**config.mk**
```make
export PLATFORM = sky130hd
export DESIGN_NAME = bit8div_seq
export DESIGN_NICKNAME = d
export VERILOG_FILES = /design/src/rtl/bit8div_seq.sv
export SDC_FILE = /design/constraint.sdc
export NUM_CORES = 1
export LEC_CHECK = 0
export ABC_CLOCK_PERIOD_IN_PS = 5050
export CAP_MARGIN = 15
export CORE_UTILIZATION = 45
export CTS_BUF_LIST = sky130_fd_sc_hd__clkbuf_4
export DETAILED_ROUTE_END_ITERATION = 7
export PLACE_DENSITY_LB_ADDON = 0.05
export SYNTH_ARGS = -nofsm -noshare
export SYNTH_HDL_FRONTEND = slang
export SYNTH_SLANG_ARGS = --single-unit
```
**constraint.sdc**
```tcl
create_clock -name clk -period 5.05 [get_ports clk]
set_clock_uncertainty 0.1 [all_clocks]
set_input_delay 1.01 -clock clk [delete_from_list [all_inputs] [get_ports clk]]
set_output_delay 1.01 -clock clk [all_outputs]
set_load 0.005 [all_outputs]
```
**src/rtl/bit8div_seq.sv**
```systemverilog
// bit8div_seq: sequential restoring divider, {dividend_h,dividend_l} / divisor.
// Produces a WIDTH-bit quotient and remainder after WIDTH shift/subtract steps.
// The flag bits are {rem==0, quot==0, overflow, div-by-zero}.
// Optional build macro DIV_SIGNED_EN: the operands are two's complement. The
// datapath divides magnitudes, and the signs are fixed up when the result is loaded.
// Without the macro, the block is purely unsigned and has no sign logic.
//
// Handshake: start is sampled only while the FSM is IDLE. The operands are
// latched on that edge, and later input changes are ignored. A start seen in
// any other state is dropped, not queued. busy is high in CHECK and RUN. done
// is high for exactly one cycle (DONE). quot/rem/flag are valid from that
// cycle and are held afterwards. The next start may arrive in the cycle right
// after done.
module bit8div_seq #(
  parameter int WIDTH = 8
) (
  input  logic             clk,
  input  logic             rst,
  input  logic             start,
  input  logic [WIDTH-1:0] dividend_h,
  input  logic [WIDTH-1:0] dividend_l,
  input  logic [WIDTH-1:0] divisor,
  output logic             busy,
  output logic             done,
  output logic [WIDTH-1:0] quot,
  output logic [WIDTH-1:0] rem,
  output logic [3:0]       flag,
  output logic [1:0]       dbg_state
);

  localparam int CW = (WIDTH > 1) ? $clog2(WIDTH) : 1;
  localparam logic [CW-1:0] LAST_STEP = CW'(WIDTH - 1);

  typedef enum logic [1:0] {
    S_IDLE  = 2'd0,
    S_CHECK = 2'd1,
    S_RUN   = 2'd2,
    S_DONE  = 2'd3
  } state_t;

  state_t state;
  state_t state_nxt;

  // Latched operands. In signed builds these hold magnitudes.
  logic [WIDTH-1:0] dvd_h_reg;
  logic [WIDTH-1:0] dvd_l_reg;
  logic [WIDTH-1:0] dvs_reg;

  // Partial remainder (one guard bit), quotient shift register, step count.
  logic [WIDTH:0]   r_reg;
  logic [WIDTH-1:0] q_reg;
  logic [CW-1:0]    step;

  // Single restoring step.
  logic [WIDTH:0]   r_sh;
  logic             r_ge;
  logic [WIDTH:0]   r_step;
  logic [WIDTH-1:0] q_step;

  // Early-out conditions and the result that is loaded on entry to DONE.
  logic             err_div0;
  logic             err_ovf;
  logic             last_step;
  logic [WIDTH-1:0] res_quot;
  logic [WIDTH-1:0] res_rem;
  logic             res_div0;
  logic             res_ovf;

  // Operand values to latch on start.
  logic [WIDTH-1:0] ld_h;
  logic [WIDTH-1:0] ld_l;
  logic [WIDTH-1:0] ld_d;

`ifdef DIV_SIGNED_EN
  localparam logic [WIDTH-1:0] HALF = {1'b1, {(WIDTH-1){1'b0}}};
  logic [2*WIDTH-1:0] dvd_full;
  logic [2*WIDTH-1:0] dvd_abs;
  logic               neg_q;
  logic               neg_r;

  // Magnitudes of the two's complement operands.
  always_comb begin
    dvd_full = {dividend_h, dividend_l};
    dvd_abs  = dvd_full[2*WIDTH-1] ? -dvd_full : dvd_full;
    ld_h     = dvd_abs[2*WIDTH-1:WIDTH];
    ld_l     = dvd_abs[WIDTH-1:0];
    ld_d     = divisor[WIDTH-1] ? -divisor : divisor;
  end
`else
  // Unsigned build: the operands are latched as-is.
  always_comb begin
    ld_h = dividend_h;
    ld_l = dividend_l;
    ld_d = divisor;
  end
`endif

  // State register; reset aborts any run in progress.
  always_ff @(posedge clk or posedge rst) begin
    if (rst) state <= S_IDLE;
    else     state <= state_nxt;
  end

  // Next-state logic.
  always_comb begin
    state_nxt = state;
    case (state)
      S_IDLE:  if (start) state_nxt = S_CHECK;
      S_CHECK: state_nxt = (err_div0 || err_ovf) ? S_DONE : S_RUN;
      S_RUN:   if (last_step) state_nxt = S_DONE;
      S_DONE:  state_nxt = S_IDLE;
      default: state_nxt = S_IDLE;
    endcase
  end

  // Status outputs, decoded from the state.
  always_comb begin
    busy      = (state == S_CHECK) || (state == S_RUN);
    done      = (state == S_DONE);
    dbg_state = state;
  end

  // One shift/compare/subtract step and the early-out checks.
  always_comb begin
    r_sh      = {r_reg[WIDTH-1:0], q_reg[WIDTH-1]};
    r_ge      = (r_sh >= {1'b0, dvs_reg});
    r_step    = r_ge ? (r_sh - {1'b0, dvs_reg}) : r_sh;
    q_step    = {q_reg[WIDTH-2:0], r_ge};
    err_div0  = (dvs_reg == '0);
    err_ovf   = (dvd_h_reg >= dvs_reg);
    last_step = (step == LAST_STEP);
  end

  // Result selection: an early-out error from CHECK, or the final RUN step.
  always_comb begin
    res_quot = q_step;
    res_rem  = r_step[WIDTH-1:0];
    res_div0 = 1'b0;
    res_ovf  = 1'b0;
    if (state == S_CHECK) begin
      res_quot = '1;
      res_rem  = '0;
      // Divide-by-zero wins over overflow; only one of the two is reported.
      if (err_div0) res_div0 = 1'b1;
      else          res_ovf  = 1'b1;
    end else begin
`ifdef DIV_SIGNED_EN
      // Apply the signs. A negative quotient may reach -2^(WIDTH-1).
      // A positive quotient must stay below 2^(WIDTH-1).
      if (neg_q) begin
        res_ovf  = (q_step > HALF);
        res_quot = -q_step;
      end else begin
        res_ovf  = q_step[WIDTH-1];
      end
      if (neg_r) res_rem = -r_step[WIDTH-1:0];
      if (res_ovf) begin
        res_quot = '1;
        res_rem  = '0;
      end
`endif
    end
  end

  // Datapath: latch on start, iterate in RUN, load the result on entry to DONE.
  always_ff @(posedge clk or posedge rst) begin
    if (rst) begin
      dvd_h_reg <= '0;
      dvd_l_reg <= '0;
      dvs_reg   <= '0;
      r_reg     <= '0;
      q_reg     <= '0;
      step      <= '0;
      quot      <= '0;
      rem       <= '0;
      flag      <= 4'b1100;
`ifdef DIV_SIGNED_EN
      neg_q     <= 1'b0;
      neg_r     <= 1'b0;
`endif
    end else begin
      case (state)
        S_IDLE: begin
          if (start) begin
            dvd_h_reg <= ld_h;
            dvd_l_reg <= ld_l;
            dvs_reg   <= ld_d;
            flag[1:0] <= 2'b00;
`ifdef DIV_SIGNED_EN
            neg_q     <= dividend_h[WIDTH-1] ^ divisor[WIDTH-1];
            neg_r     <= dividend_h[WIDTH-1];
`endif
          end
        end
        S_CHECK: begin
          r_reg <= {1'b0, dvd_h_reg};
          q_reg <= dvd_l_reg;
          step  <= '0;
          if (err_div0 || err_ovf) begin
            quot <= res_quot;
            rem  <= res_rem;
            flag <= {(res_rem == '0), (res_quot == '0), res_ovf, res_div0};
          end
        end
        S_RUN: begin
          r_reg <= r_step;
          q_reg <= q_step;
          step  <= step + CW'(1);
          if (last_step) begin
            quot <= res_quot;
            rem  <= res_rem;
            flag <= {(res_rem == '0), (res_quot == '0), res_ovf, res_div0};
          end
        end
        default: ;
      endcase
    end
  end

endmodule
```
Word level (Yosys, flattened, before mapping)
Index checks and enable logic that the tools add are counted.

Reduce and logical (&&, ||, !) cells: 12. Mux-type cells: 25. Equality and inequality tests: 7. Add/subtract/negate cells: 2. Magnitude comparators: 2.

Operator list (count): 8-bit case mux with 2 select lines (4); 8-bit 2-to-1 mux (7); 8-bit zero test (3); 9-bit by 8-bit >= comparator with 1-bit output (1); 8-bit >= comparator (1); 4-bit 2-to-1 mux (2); 2-bit case mux with 4 select lines (1); 8-bit subtractor (1); 2-bit 2-to-1 mux (3); 2-bit case mux with 3 select lines (1); 3-bit case mux with 2 select lines (1); 1-bit 2-to-1 mux (5); 2-bit equality test (second input constant) (2); 2-bit inequality test (second input constant) (2); 2-bit case mux with 2 select lines (1); 2-bit AND reduction (2); 4-bit AND reduction (1); 3-bit by 1-bit adder with 3-bit output (second input constant) (1); 3-bit equality test (second input constant) (1); 3-bit AND reduction (1); 3-bit nonzero test (1); 2-bit by 1-bit equality test with 1-bit output (second input constant) (1); 2-bit zero test (1); 1-bit logical OR (2); 2 further kinds (2).

Register bits: 65. Bits of input ports: 27.

Depth between registers and ports, before layout
Gate-level depths: netlist (run 1).

Depth after elaboration: 6. Depth in mapped cells: 10. Gate-level depth less buffers: 9.

Least setup slack after synthesis (run 1)
OpenSTA, ideal clock, no wires.

Kind: reg-to-reg. From: register dvs_reg[0]. To: register flag[3]. Data required time: 4.851 ns. Arrival: 2.203 ns. Cell stages (with the launch flop): 9. Slack: 2.647 ns. Setup time: 0.099 ns. Cells stage by stage: dfrtp_1 -> ha_1 -> fa_1 -> and2b_1 -> o221ai_1 -> mux2_1 -> nor3_2 -> a21oi_2 -> a2111oi_4.

Longest elaborated chain between the ends: 6. Elaborated cells on any way between the ends: 13. Those cells by class: add/sub (1); order compare (2); eq/ne (1); mux (5); reduce/logical (4).

RTL lines: start: declaration (RTL line 47) `logic [WIDTH-1:0] dvs_reg;`; start signal: assignment (RTL line 187) `dvs_reg <= ld_d;`; 8-bit subtractor / 9-bit by 8-bit >= comparator with 1-bit output (equally long branches) (RTL line 127, 126); 8-bit 2-to-1 mux (RTL line 127) `r_step = r_ge ? (r_sh - {1'b0, dvs_reg}) : r_sh;`; 8-bit 2-to-1 mux (RTL line 140) `if (state == S_CHECK) begin`; 8-bit zero test (RTL line 202, 212); 4-bit 2-to-1 mux, on equally long branches (RTL line 209, 199); 2-bit case mux with 2 select lines (RTL line 182) `case (state)`; end signal: assignment (RTL line 202) `flag <= {(res_rem == '0), (res_quot == '0), res_ovf, res_div0};`; end signal: assignment (RTL line 212) `flag <= {(res_rem == '0), (res_quot == '0), res_ovf, res_div0};`; end: declaration (RTL line 27) `output logic [3:0] flag,`.

Parallel ways exist; a longest one is shown, timed or not. The select of a mux whose other input is x is not followed. A chain may end at the register's enable or synchronous reset.

Worst setup path after layout (run 1)
From: register state[1], in the netlist dbg_state[1]. To: output port busy.

Longest elaborated chain between the ends: 2. Elaborated cells on any way between the ends: 3. Those cells by class: eq/ne (2); reduce/logical (1).

RTL lines: start: declaration (RTL line 41) `state_t state;`; start signal: assignment (RTL line 101) `else state <= state_nxt;`; 2-bit by 1-bit equality test with 1-bit output / 2-bit equality test (equally long branches) (RTL line 118) `busy = (state == S_CHECK) || (state == S_RUN);`; 1-bit logical OR * (RTL line 118); end: declaration (RTL line 23) `output logic busy,`.

Mark *: on every way between the ends. The rest lies on a longest branch, timed or not.

==> out/qor.yml, run 1 <==
critical_path:
  cp_data_required_time_ns: 3.94
  crit_chain: "inv_1, ha_1, clkdlybuf4s50_1"
  r2r-end: "flag[2]$_DFFE_PP1P_"
  cp_data_arrival_time_ns: 2.33
  path_delay_family: "buffers and inverters"
  r2r-start: "dbg_state[0]$_DFFE_PP0P_"
  critPathKind: "reg2out"
  crit_path_end_kind: "output pin"
  start_kind: "flop"
  critical_path.max_fanout: 22
  cp_slowest_cell: "ha_1"
  crit_cells: 3
  ff2ff_path_depth: 6
  critical_path.max_stage_delay_ns: 0.74
  crit_buf_inv: 2
  r2r_setup_slack_ns: 2.10
floorplanning:
  die_y_um: 90.11
  initial_core_util_pct: 47.40
  core_sq_mm: 0.007370
  die_w_um: 90.11
  boundaryPins: 51
  rows: 31
  dieArea_sq_mm: 0.008119
final_layout:
  fin_util_pct: 57.23
  diodes: 0
  mostFrequentLayoutCell: "dfrtp_1"
  stdcell_area_sq_mm: 0.004218
  area_delta_synth_final_pct: 20.74
  multi_input_area_sq_mm: 0.001694
  stdcell_count: 475
  fillers: 688
  drive_above_1_share_pct: 7.447
  register_area_sq_mm: 0.001629
  final_cell_mix: "dfrtp_1 (63), clkdlybuf4s50_1 (50), inv_1 (27), mux2_1 (25)"
  nets: 423
timing:
  fin_crit_sh_pct: 68.17
  finalWorstSetupSlack_ns: 1.607
  drv_slew: 0
  finalHoldViolCount: 0
  worstMarginPinSlew_ns: 1.073
  whs_ns: 0.3959
  period_needed_ns: 3.443
  fin_setup_tns_ns: 0
  fmax_mhz: 290.5
  rsz0062_at_grt: "no"
  relSlewSlack_pct: 28.31
  setup_violations: 0
pwr:
  p_leak_nw: 1.894
  power.total_mw: 3.386
  powerDensity_mw_per_mm2: 802.8
  vdd.ir_drop.worst_v: 0.0004421
yosys:
  synthDistinctLibCells: 52
  synth_cells: 321
  synthArstFlopShare_pct: 100.0
  synth_ff_type: "dfrtp_1"
  synth_edf_count: 0
  synth_area_leaders: "dfrtp_1 (45%), ha_1 (8.2%), mux2_1 (8.1%)"
  syn_avg_cell_area_sq_um: 10.88
  yosysSeqAreaShare_pct: 46.63
  yosysWarnings: 0
  yosys.area.top_type: "dfrtp_1"
  syn-num-nets: 372
  synth_top_cell_area_share_pct: 45.13
  synth_seq_cells: 65
  syn_area_sq_mm: 0.003493
detailed_routing:
  routed_wl_um: 7610
  firstDrtPassIters: 4
  drtIter0Drc: 118
  drcViolationCount: 0
  post_drt_via_cell_ratio: 5.493
  via_count: 2609
  antenna_left: 0
  drt-wirelength-per-cell_um: 16.02
cts:
  cts_buffers: 9
  clkTransAtPathRegs_ns: 0.10
  cts.htree.levels: 3
  clock_sinks: 65
  cts_tree: "done"
  cts-hold-fix-buffers: 0
  insertion_delay_ns: 0.41
  post-cts-setup-buffers: 0
  cts_resized: 0
  root_buffer: "clkbuf_4"
  cts_buffer_depth: 2
hold_path:
  hold_path_end: "rem[3]$_DFFE_PP0P_"
  hold_path_class: "reg2reg"
  holdCritStartpoint: "rem[3]$_DFFE_PP0P_"
  hold_depth: 1
grt:
  grt_pass1_wl_um: 12950
  grt_usage_pct: 20.45
  grt_overflow_total: 0
  grt_max_degree: 40
  antenna_found_initial: 0
  grt_pass1_vias: 2546
placement:
  port_buffers: 50
  post_dp_cell_area_sq_mm: 0.004071
  dp.cells: 460
  hpwl_um: 5690
  gp_congestion: 0.8125
  place_ws_ns: 2.070
job:
  maxCapViolCount: 0
status:
  status: "completed"
-- routing by layer --
layer | GRT usage [%] | routed length, um
met3 | 3.469 | 368
met4 | 7.661 | 112
met1 | 30.83 | 3830
met5 | 0 | 0
met2 | 29.33 | 3298
-- where the power goes --
group          switching, mW  total (mW)  internal, mW  leakage, nW
sequential             0.213       0.994         0.781        0.774
clock                  0.184       0.383         0.199       0.0790
combinational           1.11        2.01         0.899         1.04
total                   1.51        3.39          1.88         1.89
-- cells in the mapped netlist (all sizes together) (2+ instances only) --
library cell  number
o21ai             16
o22ai              2
nor4               7
inv               29
a22o               3
nor2b              2
dfrtp             63
a21oi             25
nand3              8
a211oi             2
o2bb2ai            6
ha                23
o311ai             2
and2b              2
mux2              27
nand2b             4
xnor2              4
a21o               6
dfstp              2
a22oi              4
mux2i             11
and3               2
nor3              12
o21bai             2
buf                9
a221o              5
nor2              15
clkbuf             3
nand2             12
-- logic make-up (layout without fill, tap and decap cells) --
logic type      after synthesis  after routing  share of synthesized area, %
xor+xnor                      4              4                         1.003
flops                        65             65                         46.63
fa+ha+maj                    24             24                         8.811
simple gates                 65             65                         9.347
mux                          38             38                         11.86
compound gates               84             84                         17.48
buf+inv                      41             96                         4.871
-- worst max-delay path by stage --
stage                                    end                      from
global placement                        busy  dbg_state[1]$_DFFE_PP0P_
floorplan           dbg_state[0]$_DFFE_PP0P_                       rst
global route                            busy  dbg_state[1]$_DFFE_PP0P_
finish                                  busy  dbg_state[1]$_DFFE_PP0P_
CTS                                     busy  dbg_state[1]$_DFFE_PP0P_
detailed placement                      busy  dbg_state[1]$_DFFE_PP0P_
-- cell type report --
cell class | instances | area share, %
Tap cell | 99 | 2.937
Inverter | 29 | 2.581
Clock buffer | 10 | 1.780
Clock inverter | 5 | 1.691
Sequential cell | 65 | 38.62
Timing Repair Buffer | 52 | 12.22
Multi-Input combinational cell | 215 | 40.17
(Power assumes the default switching activity.)
==> inputs of run 2 (changes only) <==
- ABC_CLOCK_PERIOD_IN_PS: 5050 -> 3550
- clock period: 5.05 -> 3.55 ns (I/O delays scaled with it)
==> run 2 against run 1 <==
Net effect:
- final area up 0.47%
- largest cell class unchanged
- worst hold slack lost 0.0027 ns
- critical path type unchanged
- clock power grew 31%
- via count is 2.3% higher
==> out/qor.yml, run 2 (synthesis results as in run 1) <==
timing:
  period_needed_ns: 3.173
  fmax_mhz: 315.2
  setup_violations: 0  # unchanged
  fin_setup_tns_ns: 0  # unchanged
  rsz0062_at_grt: "no"
  fin_crit_sh_pct: 89.38
  finalHoldViolCount: 0  # unchanged
  drv_slew: 0  # unchanged
  relSlewSlack_pct: 49.78  # +21 points
  worstMarginPinSlew_ns: 0.7483  # -0.3244 ns
final_layout:
  stdcell_count: 478  # +0.63%
  area_delta_synth_final_pct: 21.31
  mostFrequentLayoutCell: "dfrtp_1"
  final_cell_mix: "dfrtp_1 (63), clkdlybuf4s50_1 (50), inv_1 (27), mux2_1 (25)"
  diodes: 0  # unchanged
  drive_above_1_share_pct: 8.707  # +1.3 points
  nets: 425  # +0.47%
placement:
  dp.cells: 462  # +0.43%
  gp_congestion: 0.8863  # +9.1%
  hpwl_um: 5907  # +3.8%
  port_buffers: 50  # unchanged
floorplanning:
  boundaryPins: 51  # unchanged
  dieArea_sq_mm: 0.008119  # unchanged
  die_y_um: 90.11  # unchanged
  die_w_um: 90.11  # unchanged
  core_sq_mm: 0.007370  # unchanged
  rows: 31  # unchanged
  initial_core_util_pct: 47.40  # unchanged
detailed_routing:
  drtIter0Drc: 121  # +2.5%
  via_count: 2670  # +2.3%
  post_drt_via_cell_ratio: 5.586  # +1.7%
  routed_wl_um: 7776  # +2.2%
  drcViolationCount: 0  # unchanged
  antenna_left: 0  # unchanged
  firstDrtPassIters: 4  # unchanged
  drt-wirelength-per-cell_um: 16.27  # +1.5%
status:
  status: "completed"
grt:
  grt_overflow_total: 0  # unchanged
  grt_pass1_vias: 2623  # +3.0%
  antenna_found_initial: 0  # unchanged
  grt_usage_pct: 21.07  # +0.62 points
  grt_pass1_wl_um: 13420  # +3.6%
  grt_max_degree: 43  # +7.5%
cts:
  cts-hold-fix-buffers: 0  # unchanged
  cts.htree.levels: 3  # unchanged
  cts_buffer_depth: 2  # unchanged
  clkTransAtPathRegs_ns: 0.11  # about the same
  clock_sinks: 65  # unchanged
  cts_buffers: 9  # unchanged
  cts_resized: 0  # unchanged
  root_buffer: "clkbuf_4"
  cts_tree: "done"
  post-cts-setup-buffers: 0  # unchanged
  insertion_delay_ns: 0.42  # about the same
critical_path:
  crit_path_end_kind: "output pin"
  cp_data_required_time_ns: 2.74  # -1.20 ns
  cp_data_arrival_time_ns: 2.36  # +0.03 ns
  critPathKind: "reg2out"
  start_kind: "flop"
  critical_path.max_fanout: 22  # unchanged
pwr:
  vdd.ir_drop.worst_v: 0.0006685  # +51%
  powerDensity_mw_per_mm2: 1130  # +41%
  p_leak_nw: 1.896  # about the same
hold_path:
  hold_path_class: "reg2reg"
job:
  maxCapViolCount: 0  # unchanged
[run 2: power breakdown]
group          switching (mW)  leakage, nW  internal [mW]
logic                    1.58         1.06           1.29
registers               0.309        0.774           1.11
clock network           0.274       0.0667          0.228
total                    2.16         1.90           2.63
[run 2: final timing paths]
path	startpoint	endpoint	slack, ns	cells past startpoint
worst max-delay path	dbg_state[1]$_DFFE_PP0P_	busy	0.38	3
worst min-delay path	step[0]$_DFFE_PP0P_	step[0]$_DFFE_PP0P_	0.39	1
worst max register to register	dbg_state[1]$_DFFE_PP0P_	flag[2]$_DFFE_PP1P_	0.85	5
worst min register to register	step[0]$_DFFE_PP0P_	step[0]$_DFFE_PP0P_	0.39	1
max in group asynchronous	rst	flag[3]$_DFFE_PP1P_	2.12	3
min in group asynchronous	rst	dbg_state[0]$_DFFE_PP0P_	0.54	2
[run 2: area by class of cell]
cell class,count,area [sq um]
fillers,676,3132
well taps,99,123.9
repair buffers,54,543.0
flip-flops and latches,65,1629
clock buffers,11,82.58
inverters,29,108.9
clock inverters,5,56.30
multi-input cells,215,1694
[run 2: worst max-delay path: stages (launching register included)]
cell	delay [ns]
dfrtp_1	0.46
inv_1	0.11
ha_1	0.74
clkdlybuf4s50_1	0.64
[run 2: through the flow]
| step | total power, mW | util, % | hold slack [ns] | area, sq um | worst slack, ns |
|---|---|---|---|---|---|
| 2_1_floorplan | 3.482 | - | 0.3573 | 3493 | 1.117 |
| 3_3_place_gp | 4.255 | 55.62 | 0.3718 | 4099 | 0.8884 |
| 3_5_place_dp | 4.297 | 55.62 | 0.3740 | 4099 | 0.8554 |
| 4_1_cts | 4.819 | 57.50 | 0.3973 | 4238 | 0.3469 |
| 5_1_grt | 5.232 | 57.50 | 0.4111 | 4238 | 0.2493 |
| 6_report | 4.790 | 57.50 | 0.3932 | 4238 | 0.3771 |
[run 2: routing by layer]
metal  GRT usage (%)  up-vias  routed length [um]
met4           8.333        0                 137
met3           2.876       14                 276
met5               0        -                   0
li1                -     1283                   -
met2           30.22       65                3298
met1           31.96     1308                4065
==> inputs of run 3 (changes only) <==
--- a/constraint.sdc
+++ b/constraint.sdc
@@ -4,2 +4,2 @@
 set_output_delay 0.71 -clock clk [all_outputs]
-set_load 0.005 [all_outputs]
+set_load 0.01 [all_outputs]
==> run 3 against run 2 <==
Net effect:
- worst hold slack stayed put
- combinational power increased by 2%
- die area unchanged
- final area decreased by 0.56%
- sequential share of layout area increased by 0.22 points
- routed wire length increased by 1.2%
- utilization fell by 0.32 points
- flip-flop and latch count unchanged
- critical path depth unchanged
- global-route usage up 0.54 points
- final cell count rose by 0.21%
- critical path type unchanged
- largest power group unchanged
- highest routed layer unchanged
==> out/qor.yml, run 3 (synthesis results as in run 1) <==
cts:
  cts.htree.levels: 3  # unchanged
  cts_buffer_depth: 2  # unchanged
  cts-hold-fix-buffers: 0  # unchanged
  clkTransAtPathRegs_ns: 0.12  # about the same
  insertion_delay_ns: 0.43  # about the same
  post-cts-setup-buffers: 0  # unchanged
  cts_tree: "done"
  cts_buffers: 9  # unchanged
  cts_resized: 0  # unchanged
  root_buffer: "clkbuf_4"
  clock_sinks: 65  # unchanged
pwr:
  pwr-share-clk_pct: 8.9  # -1.6 points
  p_sw_share_pct: 46.33  # +1.2 points
  switching_power_mw: 2.210  # +2.2%
  vdd.ir_drop.worst_v: 0.0005983  # -11%
  seqPwrFrac_pct: 29.7  # about the same
  powerDensity_mw_per_mm2: 1132  # +0.13%
  internal_power_mw: 2.560  # -2.6%
  p_leak_nw: 1.898  # about the same
  combPwrFrac_pct: 61.4  # +1.5 points
status:
  status: "completed"
final_layout:
  fillers: 682  # +0.89%
  multi_input_area_sq_mm: 0.001694  # unchanged
  mostFrequentLayoutCell: "dfrtp_1"
  final_cell_mix: "dfrtp_1 (63), clkdlybuf4s50_1 (50), inv_1 (27), mux2_1 (25)"
  stdcell_area_sq_mm: 0.004214  # -0.56%
  drive_above_1_share_pct: 8.421  # -0.29 points
  nets: 426  # +0.24%
  fin_util_pct: 57.18  # -0.32 points
  register_area_sq_mm: 0.001629  # unchanged
  stdcell_count: 479  # +0.21%
  area_delta_synth_final_pct: 20.63
  diodes: 0  # unchanged
grt:
  grt_pass1_wl_um: 13470  # +0.36%
  grt_usage_pct: 21.60  # +0.54 points
  antenna_found_initial: 0  # unchanged
  grt_pass1_vias: 2563  # -2.3%
  grt_max_degree: 43  # unchanged
  grt_overflow_total: 0  # unchanged
hold_path:
  holdCritStartpoint: "step[0]$_DFFE_PP0P_"
  hold_path_class: "reg2reg"
critical_path:
  cp_data_required_time_ns: 2.74  # about the same
  critical_path.max_fanout: 22  # unchanged
  startpoint: "dbg_state[0]$_DFFE_PP0P_"
  cp_data_arrival_time_ns: 2.40  # +0.04 ns
  r2r-start: "dvs_reg[0]$_DFFE_PP0P_"
  critPathKind: "reg2out"
  crit_path_end_kind: "output pin"
  start_kind: "flop"
timing:
  fin_setup_tns_ns: 0  # unchanged
  fmax_mhz: 311.5  # -1.2%
  rsz0062_at_grt: "no"
  fin_crit_sh_pct: 90.43  # +1.1 points
  finalHoldViolCount: 0  # unchanged
  relSlewSlack_pct: 46.77  # -3.0 points
  finalWorstSetupSlack_ns: 0.3396  # -0.03747 ns
  period_needed_ns: 3.210  # +0.03747 ns
  worstMarginPinSlew_ns: 0.7931  # +0.04477 ns
  drv_slew: 0  # unchanged
  setup_violations: 0  # unchanged
detailed_routing:
  routed_wl_um: 7868  # +1.2%
  antenna_left: 0  # unchanged
  via_count: 2602  # -2.5%
  drt-wirelength-per-cell_um: 16.43  # +0.97%
  drcViolationCount: 0  # unchanged
  drtIter0Drc: 153  # +26%
  firstDrtPassIters: 4  # unchanged
  post_drt_via_cell_ratio: 5.432  # -2.8%
floorplanning:
  die_w_um: 90.11  # unchanged
  dieArea_sq_mm: 0.008119  # unchanged
  initial_core_util_pct: 47.40  # unchanged
  boundaryPins: 51  # unchanged
  rows: 31  # unchanged
  core_sq_mm: 0.007370  # unchanged
  die_y_um: 90.11  # unchanged
placement:
  gp_congestion: 0.8826  # -0.42%
  hpwl_um: 5870  # -0.63%
  dp.cells: 463  # +0.22%
  place_ws_ns: 0.7993  # -0.05619 ns
  post_dp_cell_area_sq_mm: 0.004106  # +0.18%
  port_buffers: 50  # unchanged
job:
  maxCapViolCount: 0  # unchanged
==> run 3: cell count changes in the layout (fill, tap and decap cells not counted), sizes merged <==
cell      delta
clkinv       +4
clkinvlp     -3
buf          +1
bufinv       -1
==> run 3: final cells by class <==
class / count / area share, %
inverters: 29 / 2.583
clock inverters: 5 / 0.5938
clock buffers: 11 / 1.960
repair buffers: 55 / 13.06
flip-flops and latches: 65 / 38.66
well taps: 99 / 2.939
multi-input cells: 215 / 40.20
==> run 3: power by group through the flow <==
stage | Clock (mW) | Sequential (mW) | Combinational (mW)
finish | 0.425 | 1.42 | 2.93
detailed placement | 0 | 1.43 | 2.92
CTS | 0.432 | 1.42 | 2.94
global placement | 0 | 1.42 | 2.89
floorplan | 0 | 1.38 | 2.15
global route | 0.472 | 1.47 | 3.29
==> run 3: worst max-delay path, stage by stage (launching register included) <==
cell and delay, ns:
dfrtp_1 0.42, inv_1 0.12, ha_1 0.76, clkdlybuf4s50_1 0.67
==> run 3: path summary, 6_finish.rpt <==
kind | depth (start not counted) | to | slack, ns
hold / removal | 1 | step[0]$_DFFE_PP0P_ | 0.39
hold reg to reg | 1 | step[0]$_DFFE_PP0P_ | 0.39
setup reg to reg | 7 | flag[2]$_DFFE_PP1P_ | 0.82
max in group asynchronous | 3 | flag[3]$_DFFE_PP1P_ | 2.12
min in group asynchronous | 2 | dbg_state[0]$_DFFE_PP0P_ | 0.53
setup / recovery | 3 | busy | 0.34
==> run 3: routing by layer <==
layer | GRT usage (%) | vias to the layer above | wire length [um]
met4 | 8.199 | 0 | 106
met3 | 4.569 | 10 | 313
met5 | 0 | - | 0
met2 | 29.83 | 64 | 3303
met1 | 32.84 | 1243 | 4144
li1 | - | 1285 | -
==> run 3: metrics by stage <==
step	hold WS, ns	power, mW
after floorplan	0.3573	3.528
after global placement	0.3735	4.312
after detailed placement	0.3749	4.354
after CTS	0.3951	4.788
after global routing	0.4198	5.235
final	0.3932	4.770
